[config.mk]
export PLATFORM = sky130hd
export DESIGN_NAME = bcd_updown_counter
export DESIGN_NICKNAME = d
export VERILOG_FILES = /design/src/rtl/bcd_pkg.sv /design/src/rtl/bcd_digit_cell.sv /design/src/rtl/bcd_updown_counter.sv
export SDC_FILE = /design/constraint.sdc
export NUM_CORES = 1
export LEC_CHECK = 0
export CORE_MARGIN = 2
export CORE_UTILIZATION = 45
export DETAILED_ROUTE_END_ITERATION = 16
export PLACE_DENSITY = 0.77
export REMOVE_ABC_BUFFERS = 1
export SLEW_MARGIN = 30
export SYNTH_ARGS = -nofsm -noshare
export SYNTH_HDL_FRONTEND = slang
export SYNTH_SLANG_ARGS = --single-unit
[constraint.sdc]
create_clock -name clk_i -period 3.6 [get_ports clk_i]
set_input_delay 0.36 -clock clk_i [delete_from_list [all_inputs] [get_ports clk_i]]
set_output_delay 0.36 -clock clk_i [all_outputs]
set_load 0.1 [all_outputs]
[src/rtl/bcd_pkg.sv]
// Shared BCD definitions: digit limits, nibble type and validity helpers.
package bcd_pkg;

    typedef logic [3:0] nibble_t;

    localparam nibble_t     BCD_MAX    = 4'd9;
    localparam nibble_t     BCD_MIN    = 4'd0;
    localparam int unsigned MAX_DIGITS = 8;

    // True when the nibble is a legal decimal digit.
    function automatic logic bcd_valid(input nibble_t n);
        return n <= BCD_MAX;
    endfunction

    // True when the low 'digits' nibbles of a word are all legal decimal digits.
    function automatic logic bcd_word_valid(input logic [31:0] val, input int unsigned digits);
        logic ok;
        ok = 1'b1;
        for (int unsigned k = 0; k < MAX_DIGITS; k++) begin
            if (k < digits && !bcd_valid(val[4*k +: 4])) begin
                ok = 1'b0;
            end
        end
        return ok;
    endfunction

    // One decimal step with wrap; only meaningful for a valid digit.
    function automatic nibble_t bcd_step(input nibble_t n, input logic up);
        nibble_t r;
        if (up) begin
            r = (n == BCD_MAX) ? BCD_MIN : n + 4'd1;
        end else begin
            r = (n == BCD_MIN) ? BCD_MAX : n - 4'd1;
        end
        return r;
    endfunction

endpackage

[src/rtl/bcd_digit_cell.sv]
// One BCD digit: nibble register, clear/load/step next-value logic and carry out.
module bcd_digit_cell
    import bcd_pkg::*;
(
    input  logic       clk_i,
    input  logic       rst_ni,
    input  logic       cin_i,
    input  logic       up_i,
    input  logic       ld_i,
    input  logic       sclr_i,
    input  logic [3:0] d_i,
    input  logic [3:0] rst_nibble_i,
    output logic [3:0] q_o,
    output logic       cout_o,
    output logic       bad_o
);

    logic [3:0] q_q;
    logic [3:0] q_d;
    logic       terminal;

    // Next digit value: clear beats load beats step; cin already carries the count qualifier.
    always_comb begin
        q_d = q_q;
        if (sclr_i) begin
            q_d = rst_nibble_i;
        end else if (ld_i) begin
            q_d = d_i;
        end else if (cin_i) begin
            q_d = bcd_step(q_q, up_i);
        end
    end

    // Terminal digit for the current direction: 9 going up, 0 going down.
    always_comb begin
        terminal = up_i ? (q_q == BCD_MAX) : (q_q == BCD_MIN);
    end

    // Digit register; rst_nibble_i is a tie-off constant from the top.
    always_ff @(posedge clk_i or negedge rst_ni) begin
        if (!rst_ni) begin
            q_q <= rst_nibble_i;
        end else begin
            q_q <= q_d;
        end
    end

    assign q_o    = q_q;
    assign cout_o = cin_i & terminal;
    assign bad_o  = ~bcd_valid(q_q);

endmodule

[src/rtl/bcd_updown_counter.sv]
// Cascadable N-digit BCD up/down counter with clear, load, enable and carry chain.
module bcd_updown_counter
    import bcd_pkg::*;
#(
    parameter int unsigned             DIGITS  = 2,
    parameter logic [4*DIGITS-1:0]     RST_VAL = '0
) (
    input  logic                  clk_i,
    input  logic                  rst_ni,
    input  logic                  sclr_i,
    input  logic                  ld_i,
    input  logic                  en_i,
    input  logic                  cai_i,
    input  logic                  up_i,
    input  logic [4*DIGITS-1:0]   d_i,
    output logic [4*DIGITS-1:0]   q_o,
    output logic                  cao_o,
    output logic                  err_o
);

    localparam int unsigned W = 4 * DIGITS;

    // Elaboration-time guards on the parameters.
    if (DIGITS < 1 || DIGITS > MAX_DIGITS) begin : g_bad_digits
        $error("bcd_updown_counter: DIGITS must be 1..8");
    end
    if (!bcd_word_valid(32'(RST_VAL), DIGITS)) begin : g_bad_rst_val
        $error("bcd_updown_counter: RST_VAL must be valid BCD");
    end

    // carry[k] is the step request into digit k; carry[0] is the qualified count enable.
    logic [DIGITS:0]   carry;
    logic [DIGITS-1:0] bad;
    logic [W-1:0]      q;

    assign err_o    = |bad;
    assign carry[0] = en_i & cai_i & ~err_o;

    for (genvar k = 0; k < DIGITS; k++) begin : g_digit
        bcd_digit_cell u_cell (
            .clk_i       (clk_i),
            .rst_ni      (rst_ni),
            .cin_i       (carry[k]),
            .up_i        (up_i),
            .ld_i        (ld_i),
            .sclr_i      (sclr_i),
            .d_i         (d_i[4*k +: 4]),
            .rst_nibble_i(RST_VAL[4*k +: 4]),
            .q_o         (q[4*k +: 4]),
            .cout_o      (carry[k+1]),
            .bad_o       (bad[k])
        );
    end

    // Carry leaving the top digit is exactly the cascade output: all digits terminal and enabled.
    assign cao_o = carry[DIGITS];
    assign q_o   = q;

endmodule

# [Yosys cells after proc, flatten, opt, wreduce, memory -nomap -nowiden]
# Cells that the tools add are included.
[totals] in_bits=15 word_cells=36 regBits=8 output_inout_bits=10
[op_classes] bitwise_logic=7 n_reduce_logical=5 n_eq_ne=2 addsub=4 muxes=14 magnitude_cmp=2
[ops] cell="$mux W4" count=12
[ops] cell="$add A4 B1 Y4 const B" count=2
[ops] cell="$eq A4 B4 Y1 const B" count=2
[ops] cell="$le A4 B4 Y1 const B" count=2
[ops] cell="$logic_not A4 Y1" count=2
[ops] cell="$sub A4 B1 Y4 const B" count=2
[ops] cell="$reduce_bool A3 Y1" count=2
[ops] cell="$and A1 B1 Y1" count=4
[ops] cell="$not A1 Y1" count=3
[ops] cell="$mux W1" count=2
[ops] cell="$reduce_or A2 Y1" count=1

# [Logic depth before layout (Yosys ltp)]
[depth] depth_word=9 ltp_mapped=6 ltp_nobuf=4

# [Least setup slack after synthesis]
# OpenSTA, ideal clock, no wires.
[synth_path] path_kind="register -> output" start="register g_digit[0].u_cell.q_q[0]" end="output cao_o" path_stages_with_launch=5 setup_slack_ns=-3.015 t_required_ns=3.240 arrival_time_ns=6.255 cell_sequence="dfrtp_1 > buf_2 > and3_1 > o2111ai_1 > a2111oi_0"
[synth_between] elab_chain_len=7
[synth_lines] element="start, declared" line_no="bcd_digit_cell.sv:18" source="logic [3:0] q_q;"
[synth_lines] element="start signal, assigned" line_no="bcd_digit_cell.sv:42" source="q_q <= rst_nibble_i;"
[synth_lines] element="start signal, assigned" line_no="bcd_digit_cell.sv:44" source="q_q <= q_d;"
[synth_lines] element="$le A4 B4 Y1" line_no="bcd_pkg.sv:12" source="return n <= BCD_MAX;"
[synth_lines] element="$not A1 Y1" line_no="bcd_digit_cell.sv:50" source="assign bad_o = ~bcd_valid(q_q);"
[synth_lines] element="$reduce_or A2 Y1" line_no="bcd_updown_counter.sv:36" source="assign err_o = |bad;"
[synth_lines] element="$not A1 Y1" line_no="bcd_updown_counter.sv:37" source="assign carry[0] = en_i & cai_i & ~err_o;"
[synth_lines] element="$and A1 B1 Y1" line_no="bcd_updown_counter.sv:37"
[synth_lines] element="$and A1 B1 Y1 (*) (2 in series)" line_no="bcd_digit_cell.sv:49" source="assign cout_o = cin_i & terminal;"
[synth_lines] element="end, declared" line_no="bcd_updown_counter.sv:17" source="output logic cao_o,"
# Mark *: on every way between the ends. The rest lies on a longest branch, timed or not.

# [Final worst setup path]
[layout_path] start="input up_i" end="output cao_o"
[layout_between] elab_chain_len=3
[layout_lines] element="start, declared" line_no="bcd_updown_counter.sv:14" source="input logic up_i,"
[layout_lines] element="$mux W1" line_no="bcd_digit_cell.sv:36" source="terminal = up_i ? (q_q == BCD_MAX) : (q_q == BCD_MIN);"
[layout_lines] element="$and A1 B1 Y1" line_no="bcd_digit_cell.sv:49"
[layout_lines] element="$and A1 B1 Y1 (*)" line_no="bcd_digit_cell.sv:49"
# Marks and branches as above.

==> summary.md <==
| Metric | Value |
|---|---|
| Dpl ws | `slightly above 800 ps` |
| Initial antenna violation count | `0` |
| Synth Area in Simple Gates | `between 20 and 30%` |
| Vias in the first global route | `~730` |
| Io pins | `25` |
| Synth Warn # | `0` |
| Final setup violation count | `0` |
| R2r startpoint | `g_digit[1].u_cell.q_o[0]` |
| R2r worst-path depth | `4` |
| CP max FO | `19` |
| Post-synthesis compound-gate area fraction | `approximately 28%` |
| Vias/cell | `between 5 and 6` |
| Gr usage total | `between 20 and 25%` |
| Register area share after synthesis | `24.5%` |
| Hold buffers post-CTS | `0` |
| WL per Instance | `approximately 13 um` |
| RSZ-0062 raised after global routing | `false` |
| Met2 usage in global routing | `a little under a third` |
| Yosys top cell area share | `between 20% and 30%` |
| # diodes | `0` |
| Clock Skew | `roughly 10 ps` |
| CTS Sinks | `8` |
| DIE AREA | `~0.0022 mm^2` |
| Max_cap viols | `0` |
| Unique masters post-synth | `46` |
| Core Footprint | `roughly 0.0017 mm^2` |
| Final hold viol count | `0` |
| Fin crit share | `about three quarters` |
| Drt total wl | `around 1900 um` |
| DR vias | `roughly 800` |
| Post-synthesis cell area | `816 um^2` |
| Req. time, crit path | `roughly 3200 ps` |
| First-pass GRT wire length | `~3200 um` |
| Pleak | `~0.0004 uW` |
| IO Port Bufs | `24` |
| Die Ht | `46.6 um` |
| Detailed Routing Iterations Pass 1 | `4` |
| Synth Instances | `approximately 100` |
| XOR/XNOR Fraction of Synth Area | `roughly 5.4%` |
| Mean post-synth cell area | `7.92 um^2` |
| DR DRC count | `0` |
| Final HPWL DP | `about 1400 um` |
| Reg2Reg Capture Point | `g_digit[1].u_cell.q_o[3]` |
| Synth area leaders | `dfrtp_1 25%, a2111oi_0 4.3%, xnor2_1 4.3%, nand2_1 3.2%, o41ai_1 3.2%` |
| CTS root buf | `clkbuf_4` |
| Flop-to-flop setup slack | `1760 ps` |
| #FFs+latches synth | `8` |
| Rows | `15` |
| Final core utilization | `approximately three fifths` |
| Critical Path AT | `approximately 2400 ps` |
| Antenna Nets Post-Route | `0` |
| CTS resizes | `0` |
| Area grow syn2layout | `27.6%` |
| Horiz. Die Dim | `about 47 um` |
| Area leader, netlist | `dfrtp_1` |
| Setup Fix Bufs, Post-CTS | `0` |
| FMAX | `about 360 MHz` |
| Worst-case clock buffer depth | `2` |
| Worst setup margin | `roughly 830 ps` |
| Outcome | `complete, no violations` |
| Number of CTS-inserted buffers | `3` |
| Slew Viols, Final | `0` |
| Worst slew margin | `34.9%` |
| Gr busiest metal | `met2` |
| Initial Util | `a little under half` |
| Adder-Cell Fraction of Synth Area | `0%` |
| Min cycle time layout | `between 2000 and 3000 ps` |
| CTS clock-pin slew for the worst setup and hold paths | `around 50 ps` |
| Post-synthesis mux area share | `under 10%` |
| Largest family of logic cells by synthesized area | `compound AO/OA/AOI/OAI gates` |
| Crit. End Element | `primary output` |
| Met3 usage | `2.75%` |
| Layout cells sized above 1 | `between 5 and 6%` |
| Placer Congestion | `around 0.78` |
| HP Class | `input port to asynchronous set/reset pin` |
| Initial DRC Count | `19` |
| Slew @ Worst Pin | `roughly 970 ps` |
| Max FFs per register | `8` |
| Pwr/cell area | `between 300 and 400 mW/mm^2` |
| Commonest cells after routing, fill and taps aside | `23 x clkdlybuf4s50_1, 8 x dfrtp_1, 7 x nand2_1, 6 x inv_1` |
| Peak VDD IR | `approximately 240 uV` |
| Worst-skew pair later-pin latency | `between 200 and 300 ps` |
| H-tree depth | `1` |
| Filler cell count | `roughly 160` |
| Pin count of the biggest net entering global routing | `20` |
| Met1 GRT Util | `approximately 28%` |
| Commonest non-fill, non-tap cell in the layout | `clkdlybuf4s50_1` |
| Critical path class | `input port to primary output` |
| Critical Path Start Type | `input port` |
| Remaining Overflow, GRT | `0` |
| Fin nets | `around 140` |
| CTS tree | `yes` |
[cell type report]
| class | instances | area, um^2 | area share (%) |
|---|---|---|---|
| timing repair buffer | 24 | 238 | 22.8 |
| inverter | 6 | 22.5 | 2.16 |
| tap | 25 | 31.3 | 3.00 |
| clock buffer | 3 | 22.5 | 2.16 |
| sequential | 8 | 200 | 19.2 |
| multi-input combinational | 77 | 527 | 50.6 |
[synthesized netlist by cell type, drive strengths merged]
library cell	number
or3	1
o211ai	1
nor2b	4
or4b	1
a21bo	1
nand4b	2
a21oi	5
a311oi	1
or4	1
a2111oi	4
inv	6
o221ai	1
nor4	1
o2111ai	1
a21boi	1
o21ba	1
mux2i	1
o21a	2
o41ai	3
or2	1
o21ai	4
and2	3
dfrtp	8
nand2b	2
nor4b	2
a31oi	1
nand3	4
buf	7
nand2	7
xnor2	4
o22ai	1
o31ai	1
nor3	2
xor2	1
mux2	2
a22oi	1
clkbuf	5
and3	3
a221oi	1
nor2	5
[stage by stage]
stage	instances	hold slack (ps)	setup TNS [ps]	total power [uW]	cell area [um^2]
floorplan	91	64.4	-2950	258	749
global placement	140	643	0	315	1020
detailed placement	140	657	0	320	1020
CTS	143	383	0	387	1040
global route	143	407	0	407	1040
finish	143	384	0	383	1040
[cell families after synthesis]
logic type / count (synthesis)
multiplexers: 3
AND/OR/NAND/NOR: 39
flip-flops: 8
buffers and inverters: 18
AO/OA/AOI/OAI: 30
XOR/XNOR: 5
[critical path, cell delays in order]
cell,delay (ps)
clkdlybuf4s50_1,840
and3_1,250
o2111ai_1,230
a2111oi_0,360
buf_4,360
[worst max-delay path by stage]
stage | start | end
final | up_i | cao_o
after global routing | up_i | cao_o
after global placement | up_i | cao_o
after detailed placement | up_i | cao_o
after floorplan | g_digit[0].u_cell.q_o[0] | cao_o
after CTS | up_i | cao_o
[power by group]
| part | leakage [uW] | switching [uW] | internal (uW) |
|---|---|---|---|
| combinational | 0.000280 | 125 | 65.2 |
| sequential | 0.000104 | 29.0 | 98.9 |
| clock | 0.0000138 | 26.7 | 37.9 |
| total | 0.000397 | 181 | 202 |
[per-layer routing]
| metal | wire [um] | part of all wire [%] |
|---|---|---|
| met1 | 887 | 46 |
| met2 | 977 | 51 |
| met3 | 37 | 1.9 |
| met4 | 8 | 0.42 |
| met5 | 0 | 0 |
(Power assumes the default switching activity.)
